===== config.mk =====
export PLATFORM = sky130hd
export DESIGN_NAME = ddr_cmd_bridge
export DESIGN_NICKNAME = d
export VERILOG_FILES = /design/src/rtl/ddr_bridge_pkg.sv /design/src/rtl/sync_fifo.sv /design/src/rtl/ddr_cmd_bridge.sv
export SDC_FILE = /design/constraint.sdc
export NUM_CORES = 2
export LEC_CHECK = 0
export CAP_MARGIN = 20
export CELL_PAD_IN_SITES_DETAIL_PLACEMENT = 0
export CELL_PAD_IN_SITES_GLOBAL_PLACEMENT = 1
export CORE_MARGIN = 3
export CORE_UTILIZATION = 40
export DETAILED_ROUTE_END_ITERATION = 8
export PLACE_DENSITY = 0.77
export SLEW_MARGIN = 5
export SYNTH_ARGS = -nofsm -noshare
export SYNTH_HDL_FRONTEND = slang
export SYNTH_SLANG_ARGS = --single-unit

===== constraint.sdc =====
create_clock -name clk -period 142.3 [get_ports clk]
set_input_delay 28.46 -clock clk [delete_from_list [all_inputs] [get_ports clk]]
set_output_delay 28.46 -clock clk [all_outputs]
set_load 0.01 [all_outputs]

===== src/rtl/ddr_bridge_pkg.sv =====
// ddr_bridge_pkg: shared constants and types for the cache-to-DDR3 command bridge.
//   APP_CMD_*   : command codes driven on app_cmd of the DDR IP user port
//   FIFO_CMD_*  : command type codes on the cache-side FIFO interface
//   state_t     : bridge FSM encoding (also exported on dbg_state)
//   cmd_entry_t : one command FIFO entry {type, addr, burst_cnt, data, mask}
package ddr_bridge_pkg;

  localparam logic [2:0] APP_CMD_WR = 3'b000;
  localparam logic [2:0] APP_CMD_RD = 3'b001;

  localparam logic FIFO_CMD_WT = 1'b0;
  localparam logic FIFO_CMD_RD = 1'b1;

  localparam int ADDR_W  = 27;
  localparam int BURST_W = 6;
  localparam int DATA_W  = 128;
  localparam int MASK_W  = 16;

  typedef enum logic [2:0] {
    ST_IDLE    = 3'd0,
    ST_WR_DATA = 3'd1,
    ST_WR_CMD  = 3'd2,
    ST_RD_CMD  = 3'd3,
    ST_RD_WAIT = 3'd4
  } state_t;

  typedef struct packed {
    logic               cmd_type;
    logic [ADDR_W-1:0]  addr;
    logic [BURST_W-1:0] burst_cnt;
    logic [DATA_W-1:0]  data;
    logic [MASK_W-1:0]  mask;
  } cmd_entry_t;

  localparam int CMD_ENTRY_W = $bits(cmd_entry_t);

  // DDR user port addresses whole 16-byte lines.
  function automatic logic [ADDR_W-1:0] line_addr(input logic [ADDR_W-1:0] a);
    return a & ~27'hF;
  endfunction

endpackage


===== src/rtl/sync_fifo.sv =====
// sync_fifo: single-clock first-word-fall-through FIFO.
//   push/push_data : write an entry (accepted when not full, or when full and
//                    popping in the same cycle)
//   pop            : consume the head entry (ignored when empty)
//   head_data      : current head entry, valid whenever empty=0
//   empty          : no entries stored
//   free_cnt       : number of unoccupied entries (0..DEPTH)
// DEPTH must be a power of two >= 2 so the pointers wrap naturally.
module sync_fifo #(
  parameter int WIDTH = 8,
  parameter int DEPTH = 4
) (
  input  logic                   clk,
  input  logic                   rst,
  input  logic                   push,
  input  logic [WIDTH-1:0]       push_data,
  input  logic                   pop,
  output logic [WIDTH-1:0]       head_data,
  output logic                   empty,
  output logic [$clog2(DEPTH):0] free_cnt
);

  localparam int AW = $clog2(DEPTH);
  localparam logic [AW:0] FULL_CNT = DEPTH[AW:0];

  logic [WIDTH-1:0] mem_q [DEPTH];
  logic [WIDTH-1:0] mem_d [DEPTH];
  logic [AW-1:0]    wr_ptr_q, wr_ptr_d;
  logic [AW-1:0]    rd_ptr_q, rd_ptr_d;
  logic [AW:0]      count_q, count_d;
  logic             do_push, do_pop;

  assign do_pop  = pop && (count_q != '0);
  // A pop in the same cycle frees the slot, so a full FIFO may still accept.
  assign do_push = push && ((count_q != FULL_CNT) || do_pop);

  always_comb begin
    mem_d    = mem_q;
    wr_ptr_d = wr_ptr_q;
    rd_ptr_d = rd_ptr_q;
    count_d  = count_q;
    if (do_push) begin
      mem_d[wr_ptr_q] = push_data;
      wr_ptr_d        = wr_ptr_q + 1'b1;
    end
    if (do_pop) begin
      rd_ptr_d = rd_ptr_q + 1'b1;
    end
    if (do_push && !do_pop) begin
      count_d = count_q + 1'b1;
    end else if (!do_push && do_pop) begin
      count_d = count_q - 1'b1;
    end
  end

  always_ff @(posedge clk or posedge rst) begin
    if (rst) begin
      for (int i = 0; i < DEPTH; i++) begin
        mem_q[i] <= '0;
      end
      wr_ptr_q <= '0;
      rd_ptr_q <= '0;
      count_q  <= '0;
    end else begin
      mem_q    <= mem_d;
      wr_ptr_q <= wr_ptr_d;
      rd_ptr_q <= rd_ptr_d;
      count_q  <= count_d;
    end
  end

  assign head_data = mem_q[rd_ptr_q];
  assign empty     = (count_q == '0);
  assign free_cnt  = FULL_CNT - count_q;

endmodule


===== src/rtl/ddr_cmd_bridge.sv =====
// ddr_cmd_bridge: turns the line cache's FIFO command/response interface into
// Gowin DDR3 IP user-port (app_*) transactions, one DDR command at a time.
//   io_fifo_cmd_*     : cache command in (write data+mask, or read burst)
//   io_fifo_rsp_*     : read beats back to the cache (FWFT)
//   init_calib_complete : gates acceptance of new commands only
//   app_*             : DDR IP user port; all strobes are registered
//   err_burst         : sticky flag for an illegal burst_cnt
//   dbg_state         : current FSM state (state_t encoding)
// Handshakes: a transfer happens on a rising edge where valid (or en/wren) and
// the matching ready are both high; a raised strobe and its data/address are
// held unchanged until that edge. app_rd_data_valid has no back-pressure: read
// commands are only issued once the response FIFO has room for every beat.
module ddr_cmd_bridge
  import ddr_bridge_pkg::*;
#(
  parameter int CMD_DEPTH = 4,
  parameter int RSP_DEPTH = 8
) (
  input  logic                clk,
  input  logic                rst,
  input  logic                io_fifo_cmd_valid,
  output logic                io_fifo_cmd_ready,
  input  logic                io_fifo_cmd_type,
  input  logic [ADDR_W-1:0]   io_fifo_cmd_addr,
  input  logic [BURST_W-1:0]  io_fifo_cmd_burst_cnt,
  input  logic [DATA_W-1:0]   io_fifo_cmd_wt_data,
  input  logic [MASK_W-1:0]   io_fifo_cmd_wt_mask,
  output logic                io_fifo_rsp_valid,
  input  logic                io_fifo_rsp_ready,
  output logic [DATA_W-1:0]   io_fifo_rsp_data,
  input  logic                init_calib_complete,
  output logic                app_cmd_en,
  output logic [2:0]          app_cmd,
  output logic [ADDR_W-1:0]   app_addr,
  output logic [BURST_W-1:0]  app_burst_number,
  input  logic                app_cmd_rdy,
  output logic                app_wren,
  output logic [DATA_W-1:0]   app_wdata,
  output logic [MASK_W-1:0]   app_data_mask,
  output logic                app_wdata_end,
  input  logic                app_wdata_rdy,
  input  logic                app_rd_data_valid,
  input  logic [DATA_W-1:0]   app_rd_data,
  output logic                err_burst,
  output logic [2:0]          dbg_state
);

  localparam int CFW = $clog2(CMD_DEPTH) + 1;
  localparam int RFW = $clog2(RSP_DEPTH) + 1;

  cmd_entry_t         cmd_in, cmd_head;
  logic               cmd_empty, cmd_pop, cmd_push;
  logic [CFW-1:0]     cmd_free;
  logic               rsp_empty, rsp_push;
  logic [RFW-1:0]     rsp_free;

  state_t             state_q, state_d;
  logic               cmd_en_q, cmd_en_d;
  logic [2:0]         cmd_q, cmd_d;
  logic [ADDR_W-1:0]  addr_q, addr_d;
  logic [BURST_W-1:0] burst_q, burst_d;
  logic               wren_q, wren_d;
  logic [DATA_W-1:0]  wdata_q, wdata_d;
  logic [MASK_W-1:0]  mask_q, mask_d;
  logic [BURST_W:0]   beats_q, beats_d;
  logic               err_q, err_d;

  logic               burst_bad, rsp_fits;
  logic [BURST_W-1:0] eff_burst;

  assign cmd_in   = {io_fifo_cmd_type, io_fifo_cmd_addr, io_fifo_cmd_burst_cnt,
                     io_fifo_cmd_wt_data, io_fifo_cmd_wt_mask};
  assign io_fifo_cmd_ready = (cmd_free != '0) && init_calib_complete;
  assign cmd_push = io_fifo_cmd_valid && io_fifo_cmd_ready;

  sync_fifo #(.WIDTH(CMD_ENTRY_W), .DEPTH(CMD_DEPTH)) u_cmd_fifo (
    .clk       (clk),
    .rst       (rst),
    .push      (cmd_push),
    .push_data (cmd_in),
    .pop       (cmd_pop),
    .head_data (cmd_head),
    .empty     (cmd_empty),
    .free_cnt  (cmd_free)
  );

  sync_fifo #(.WIDTH(DATA_W), .DEPTH(RSP_DEPTH)) u_rsp_fifo (
    .clk       (clk),
    .rst       (rst),
    .push      (rsp_push),
    .push_data (app_rd_data),
    .pop       (io_fifo_rsp_ready),
    .head_data (io_fifo_rsp_data),
    .empty     (rsp_empty),
    .free_cnt  (rsp_free)
  );

  assign io_fifo_rsp_valid = !rsp_empty;

  // Writes are always single-beat; reads may not exceed the response FIFO.
  // An illegal burst is flagged and then executed as a single beat.
  assign burst_bad = ((cmd_head.cmd_type == FIFO_CMD_WT) && (cmd_head.burst_cnt != '0)) ||
                     (32'(cmd_head.burst_cnt) >= RSP_DEPTH);
  assign eff_burst = burst_bad ? '0 : cmd_head.burst_cnt;
  // free >= burst+1: reserve room for every beat before the command goes out.
  assign rsp_fits  = 32'(rsp_free) > 32'(eff_burst);

  always_comb begin
    state_d  = state_q;
    cmd_en_d = cmd_en_q;
    cmd_d    = cmd_q;
    addr_d   = addr_q;
    burst_d  = burst_q;
    wren_d   = wren_q;
    wdata_d  = wdata_q;
    mask_d   = mask_q;
    beats_d  = beats_q;
    err_d    = err_q;
    cmd_pop  = 1'b0;
    rsp_push = 1'b0;
    case (state_q)
      ST_IDLE: begin
        if (!cmd_empty) begin
          if (burst_bad) err_d = 1'b1;
          if (cmd_head.cmd_type == FIFO_CMD_WT) begin
            state_d = ST_WR_DATA;
            wren_d  = 1'b1;
            wdata_d = cmd_head.data;
            mask_d  = cmd_head.mask;
            addr_d  = line_addr(cmd_head.addr);
            burst_d = '0;
            cmd_d   = APP_CMD_WR;
          end else if (rsp_fits) begin
            state_d  = ST_RD_CMD;
            cmd_en_d = 1'b1;
            cmd_d    = APP_CMD_RD;
            addr_d   = line_addr(cmd_head.addr);
            burst_d  = eff_burst;
          end
        end
      end
      ST_WR_DATA: begin
        if (app_wdata_rdy) begin
          wren_d   = 1'b0;
          cmd_en_d = 1'b1;
          state_d  = ST_WR_CMD;
        end
      end
      ST_WR_CMD: begin
        if (app_cmd_rdy) begin
          cmd_en_d = 1'b0;
          cmd_pop  = 1'b1;
          state_d  = ST_IDLE;
        end
      end
      ST_RD_CMD: begin
        if (app_cmd_rdy) begin
          cmd_en_d = 1'b0;
          cmd_pop  = 1'b1;
          beats_d  = {1'b0, burst_q} + 1'b1;
          state_d  = ST_RD_WAIT;
        end
      end
      ST_RD_WAIT: begin
        if (app_rd_data_valid) begin
          rsp_push = 1'b1;
          beats_d  = beats_q - 1'b1;
          if (beats_q == 1) state_d = ST_IDLE;
        end
      end
      default: state_d = ST_IDLE;
    endcase
  end

  always_ff @(posedge clk or posedge rst) begin
    if (rst) begin
      state_q  <= ST_IDLE;
      cmd_en_q <= 1'b0;
      cmd_q    <= '0;
      addr_q   <= '0;
      burst_q  <= '0;
      wren_q   <= 1'b0;
      wdata_q  <= '0;
      mask_q   <= '0;
      beats_q  <= '0;
      err_q    <= 1'b0;
    end else begin
      state_q  <= state_d;
      cmd_en_q <= cmd_en_d;
      cmd_q    <= cmd_d;
      addr_q   <= addr_d;
      burst_q  <= burst_d;
      wren_q   <= wren_d;
      wdata_q  <= wdata_d;
      mask_q   <= mask_d;
      beats_q  <= beats_d;
      err_q    <= err_d;
    end
  end

  assign app_cmd_en       = cmd_en_q;
  assign app_cmd          = cmd_q;
  assign app_addr         = addr_q;
  assign app_burst_number = burst_q;
  assign app_wren         = wren_q;
  assign app_wdata_end    = wren_q;
  assign app_wdata        = wdata_q;
  assign app_data_mask    = mask_q;
  assign err_burst        = err_q;
  assign dbg_state        = state_q;

endmodule


Word-level counts from Yosys, hierarchy flattened
Index checks and enable logic that the tools add are counted.
{"block": "op_classes", "add_sub_neg": 12, "magnitude_cmp": 8, "n_eq_ne": 19, "mux": 49, "bitwise": 6, "n_reduce_logical": 41}
{"op": "1024-bit bitwise mux", "count": 1}
{"op": "712-bit bitwise mux", "count": 1}
{"op": "178-bit 2-to-1 mux", "count": 3}
{"op": "128-bit binary-select mux with 3-bit select", "count": 1}
{"op": "128-bit demux with 3-bit select", "count": 1}
{"op": "128-bit 2-to-1 mux", "count": 3}
{"op": "178-bit binary-select mux with 2-bit select", "count": 1}
{"op": "178-bit demux with 2-bit select", "count": 1}
{"op": "27-bit 2-to-1 mux", "count": 2}
{"op": "3-bit 2-to-1 mux", "count": 12}
{"op": "6-bit 2-to-1 mux", "count": 3}
{"op": "2-bit != test (second input constant)", "count": 9}
{"op": "3-bit one-hot mux with 5 select lines", "count": 1}
{"op": "7-bit 2-to-1 mux", "count": 2}
{"op": "7-bit one-hot mux with 2 select lines", "count": 1}
{"op": "1-bit logical AND", "count": 13}
{"op": "1-bit 2-to-1 mux", "count": 12}
{"op": "3-bit AND reduction", "count": 4}
{"op": "3-bit by 1-bit adder with 3-bit output (second input constant)", "count": 3}
{"op": "3-bit nonzero test", "count": 3}
{"op": "4-bit >= comparator (second input constant)", "count": 2}
{"op": "4-bit 2-to-1 mux", "count": 2}
{"op": "3-bit inverter with 4-bit output", "count": 2}
{"op": "2-bit nonzero test", "count": 4}
{"op": "34 further kinds", "count": 48}
{"block": "word_totals", "register_bits": 1946, "wordCells": 163}

Depth between registers and ports, before layout
{"block": "depth", "ltp_word": 13, "ltp_mapped": 13}

Cells and area by module
From an unflattened synthesis, not the netlist that was laid out.
{"block": "unflattened", "cells_unflattened": 4961, "area_unflattened_um2": 85265.5}
{"mod": "sync_fifo at u_rsp_fifo", "instances": 1, "cells_per_inst": 2690, "area_per_inst_um2": 46248.1, "seq_area_each_um2": 25874.8}
{"mod": "sync_fifo at u_cmd_fifo", "instances": 1, "cells_per_inst": 1766, "area_per_inst_um2": 31285.0, "seq_area_each_um2": 17992.3}
{"mod": "ddr_cmd_bridge", "instances": 1, "cells_per_inst": 505, "area_per_inst_um2": 7732.4, "seq_area_each_um2": 4679.5}

Least setup slack after synthesis
OpenSTA, ideal clock, no wires.
{"block": "synth_timing", "path_type": "input port to output port", "from": "in init_calib_complete", "to": "out io_fifo_cmd_ready", "arrival_time_ns": 28.678, "required_time_ns": 113.840, "setup_slack_ns": 85.162, "stages": 1, "n_path_buf": 0, "cell_sequence": "nor2b_1"}
{"block": "synth_via", "elab_chain_len": 1}
{"element": "from (decl)", "line": "ddr_cmd_bridge.sv:31", "text": "input logic init_calib_complete,"}
{"element": "1-bit logical AND", "line": "ddr_cmd_bridge.sv:73", "text": "assign io_fifo_cmd_ready = (cmd_free != '0) && init_calib_complete;"}
{"element": "to (decl)", "line": "ddr_cmd_bridge.sv:22", "text": "output logic io_fifo_cmd_ready,"}
No other way between the ends.

Worst setup path in the final report
Same ends and word-level chain as after synthesis.

==> flow_summary_export.csv <==
group,metric,value,unit
sta,timing_hold_violations_final,0,
placement,numPortBuffers,620,
synthesis,number_of_synthesized_flops_with_an_enable_pin,0,
global_routing,grt_first_pass_wirelength,308000,microns
critical_path,criticalPathCategory,"in -> out",
cts,post_cts_buffers,0,
sta,slew_violations,0,
cts,cts-root-buf,"sky130_fd_sc_hd__clkbuf_16",
floorplan,die-height,464,microns
critical_path,worst-endpoint-arrival,29.60,ns
routing,post-route-drc-count,0,
sta,final_setup_viols,0,
placement,hpwlAfterDp,118000,microns
finish,layout_cell_share_with_drive_strength_beyond_1,50.8,%
floorplan,top_level_ports,631,
global_routing,antenna_found_initial,72,
critical_path,critical-path-top-delay-family,"buffers and inverters",
sta,fin_worst_skew,0.0607,ns
finish,post-route-util,47.9,%
synthesis,syn_inst,4893,
synthesis,ys.warnings.count,0,
cts,cts-resized-gates,0,
sta,final_min_period_over_clock_period,40.8,%
critical_path,reg2reg_from,"u_cmd_fifo.rd_ptr_q[0]$_DFFE_PP0P_",
routing,overall_routed_net_length,199000,microns
power_and_ir_drop,ir_drop,18.5,uV
global_routing,grtUsageTotal,18.5,%
critical_path,most_frequent_cell_on_the_critical_path,"sky130_fd_sc_hd__clkdlybuf4s50_1",
critical_path,worst_path_buf_inv,2,
sta,relSlewSlack,29.7,%
floorplan,area_of_the_die,215000,sq um
routing,dr_total_vias,45300,
critical_path,crit_start,"init_calib_complete",
min_path,timing.hold.worst.class,"reg -> reg",
floorplan,initial_core_util,40.4,%
synthesis,avgSynthCellArea,17.1,sq um
synthesis,post_synth_instance_area,83800,sq um
synthesis,synth_flop_cell,"sky130_fd_sc_hd__dfrtp_1",
power_and_ir_drop,netSwitchingFraction,29.4,%
cts,cts.hold.buffers_added,0,
global_routing,globalRouteOverflowTotal,0,
power_and_ir_drop,comb_power_share,36.0,%
sta,tightest_slew,1.05,ns
floorplan,die_width,464,microns
cts,cts.sink_count,1924,
routing,drt_pre_antenna_iters,7,
routing,avg_vias_per_cell,5.36,
synthesis,synth.yosys.seq_area_share,57.4,%
critical_path,path_max_fanout,2,
cts,cts-htree-levels,4,
global_routing,pin_count_of_the_biggest_net_entering_global_routing,191,
floorplan,coreArea,208000,sq um
routing,first_iter_violations,2182,
sta,totalNegativeSetupSlack,0,ns
critical_path,end_kind,"primary output",
power_and_ir_drop,power_per_cell_area,22.9,nW/um^2
critical_path,cell_by_cell_trace_of_the_critical_path,"clkdlybuf4s50_1 > nor2b_1 > clkdlybuf4s50_1",
routing,drtAntennaViolNets,0,
cts,max-clock-path-buffers,3,
synthesis,synth_cell_type_count,53,
cts,clock_slew_seen_by_the_registers_of_the_worst_setup_and_hold_paths,0.05,ns
outcome,run_status,"finished, final reports clean",
flow_run,maxCapViolations,0,
critical_path,critPathLaunchType,"primary input",
sta,period_needed,58.06,ns
cts,cts_tree,"built",
synthesis,synthesis_stage_register_bit_count,1924,
global_routing,grt_pass1_vias,49800,
finish,syn_to_final_growth,18.8,%
routing,route.detailed.wl_per_inst,23.5,microns
critical_path,worst_path_max_delay_cell,"sky130_fd_sc_hd__clkdlybuf4s50_1",
floorplan,rows,167,
sta,fmax,17.2,MHz
power_and_ir_drop,seq_power_share,39.7,%
critical_path,cp_slowest_stage_delay,0.55,ns
power_and_ir_drop,power_switching,0.670,mW
finish,finish.net_count,5796,
critical_path,worst-endpoint-required,113.84,ns
power_and_ir_drop,share_clk_of_total_power,24.3,%
sta,grt_setup_unrepaired,"no",
cts,number_of_buffers_inserted_during_clock_tree_synthesis,202,
power_and_ir_drop,cellInternalPower,1.61,mW
cts,worstSkewPairLatency,0.85,ns
placement,place_congestion,0.728,
power_and_ir_drop,leakagePower,43.6,nW
synthesis,proportion_of_register_bits_with_asynchronous_set_or_reset_after_synthesis,100,%
min_path,holdCritStartpoint,"u_rsp_fifo.count_q[3]$_DFFE_PP0P_",
==> synth_stat cells, types with 8 or more instances <==
cell type                     n  share of area [%]
sky130_fd_sc_hd__mux2_2    2019                 27
sky130_fd_sc_hd__dfrtp_1   1924                 57
sky130_fd_sc_hd__mux4_2     427                 11
sky130_fd_sc_hd__buf_2      153               0.91
sky130_fd_sc_hd__clkbuf_1    79               0.35
sky130_fd_sc_hd__buf_6       64               0.86
sky130_fd_sc_hd__inv_1       21              0.094
sky130_fd_sc_hd__ha_1        20               0.30
sky130_fd_sc_hd__buf_4       19               0.17
sky130_fd_sc_hd__buf_1       16              0.072
sky130_fd_sc_hd__nand2_1     15              0.067
sky130_fd_sc_hd__xnor2_1     13               0.14
sky130_fd_sc_hd__o21ai_0     12              0.072
sky130_fd_sc_hd__nor2_1      11              0.049
sky130_fd_sc_hd__nand3_1      8              0.048
==> layout by cell type (no fill, tap or decap), types with 7 or more instances in the layout <==
master / instances
sky130_fd_sc_hd__buf_12: 12
sky130_fd_sc_hd__buf_4: 53
sky130_fd_sc_hd__bufinv_16: 21
sky130_fd_sc_hd__clkbuf_1: 51
sky130_fd_sc_hd__clkbuf_16: 202
sky130_fd_sc_hd__clkbuf_8: 48
sky130_fd_sc_hd__clkdlybuf4s50_1: 620
sky130_fd_sc_hd__clkinv_16: 7
sky130_fd_sc_hd__clkinv_2: 28
sky130_fd_sc_hd__conb_1: 7
sky130_fd_sc_hd__dfrtp_1: 1919
sky130_fd_sc_hd__diode_2: 32
sky130_fd_sc_hd__ha_1: 20
sky130_fd_sc_hd__inv_1: 20
sky130_fd_sc_hd__mux2_2: 2019
sky130_fd_sc_hd__mux4_2: 427
sky130_fd_sc_hd__nand2_1: 11
sky130_fd_sc_hd__nand3_1: 7
sky130_fd_sc_hd__nor2_1: 11
sky130_fd_sc_hd__nor3_1: 7
sky130_fd_sc_hd__nor3b_1: 7
sky130_fd_sc_hd__o21ai_0: 12
sky130_fd_sc_hd__xnor2_1: 13
==> metrics by stage <==
stage                     setup WS, ns  total power, mW  hold WS [ns]  cell area, sq um  std cells
after detailed placement         84.22             1.75         0.467             92300       8039
after global placement           84.23             1.71         0.462             92300       8039
after CTS                        84.23             2.31         0.475             99400       8412
after floorplan                  59.51             1.46         0.446             83800       4898
final                            84.24             2.28         0.472             99600       8449
after global routing             84.20             2.41         0.484             99500       8429
==> path summary, 6_finish.rpt <==
check	cells after the start	slack (ns)	endpoint
max	3	84.24	io_fifo_cmd_ready
max reg2reg	6	137.04	app_wdata[118]$_DFFE_PP0P_
min reg2reg	1	0.47	u_rsp_fifo.count_q[3]$_DFFE_PP0P_
max in group asynchronous	10	107.52	u_cmd_fifo.mem_q[282]$_DFFE_PP0P_
min in group asynchronous	2	28.18	app_data_mask[12]$_DFFE_PP0P_
min	1	0.47	u_rsp_fifo.count_q[3]$_DFFE_PP0P_
==> state kept, by name (all words and copies together) (netlist names) <==
| register | cells |
|---|---|
| u_cmd_fifo.count_q | 3 |
| beats_q | 7 |
| app_wdata | 128 |
| dbg_state | 3 |
| app_cmd_en | 1 |
| u_cmd_fifo.wr_ptr_q | 2 |
| u_rsp_fifo.wr_ptr_q | 3 |
| u_cmd_fifo.mem_q | 696 |
| app_wdata_end | 1 |
| u_rsp_fifo.count_q | 4 |
| u_rsp_fifo.rd_ptr_q | 3 |
| app_cmd | 1 |
| app_addr | 23 |
| u_rsp_fifo.mem_q | 1024 |
| err_burst | 1 |
| u_cmd_fifo.rd_ptr_q | 2 |
| app_data_mask | 16 |
| app_burst_number | 6 |
==> final cells by class <==
type	count	area, sq um
tap	2788	3490
fill	17800	108000
timing repair buffer	689	6950
antenna	32	80.1
sequential	1924	48200
clock buffer	301	5910
clock inverter	72	1180
multi-input combinational	2622	33700
inverter	21	86.3
==> power by group through the flow <==
stage	clock, mW	combinational [mW]	sequential (mW)
2_1_floorplan	0	0.575	0.884
3_3_place_gp	0	0.817	0.896
3_5_place_dp	0	0.833	0.912
4_1_cts	0.569	0.836	0.904
5_1_grt	0.592	0.884	0.933
6_report	0.552	0.820	0.904
==> logic make-up after synthesis <==
kind of cell               count (synthesis)  synth area share [%]
buffers and inverters                    352                  2.46
DFF                                     1924                  57.4
xor gates and xnor gates                  18                 0.188
AOI/OAI and AO/OA                         46                 0.375
adders and majority gates                 22                 0.346
other                                      2               0.00896
muxes                                   2447                  38.6
and+or+nand+nor                           82                 0.581
==> layer usage <==
layer  vias to the layer above  track usage [%]  part of all wire (%)
met3                       381             7.15                   8.4
met5                         -                0                  0.24
met2                       923             29.3                    47
met1                     24400             23.2                    41
li1                      19500                -                     -
met4                        74             5.90                   2.8
==> worst register-to-register path: cells and delay by family, from the launching register on <==
family,cells,cell delay (ns)
and+or+nand+nor,1,0.81
buffers and inverters,3,2.23
muxes,2,1.12
DFF,1,0.98
(Power assumes the default switching activity.)
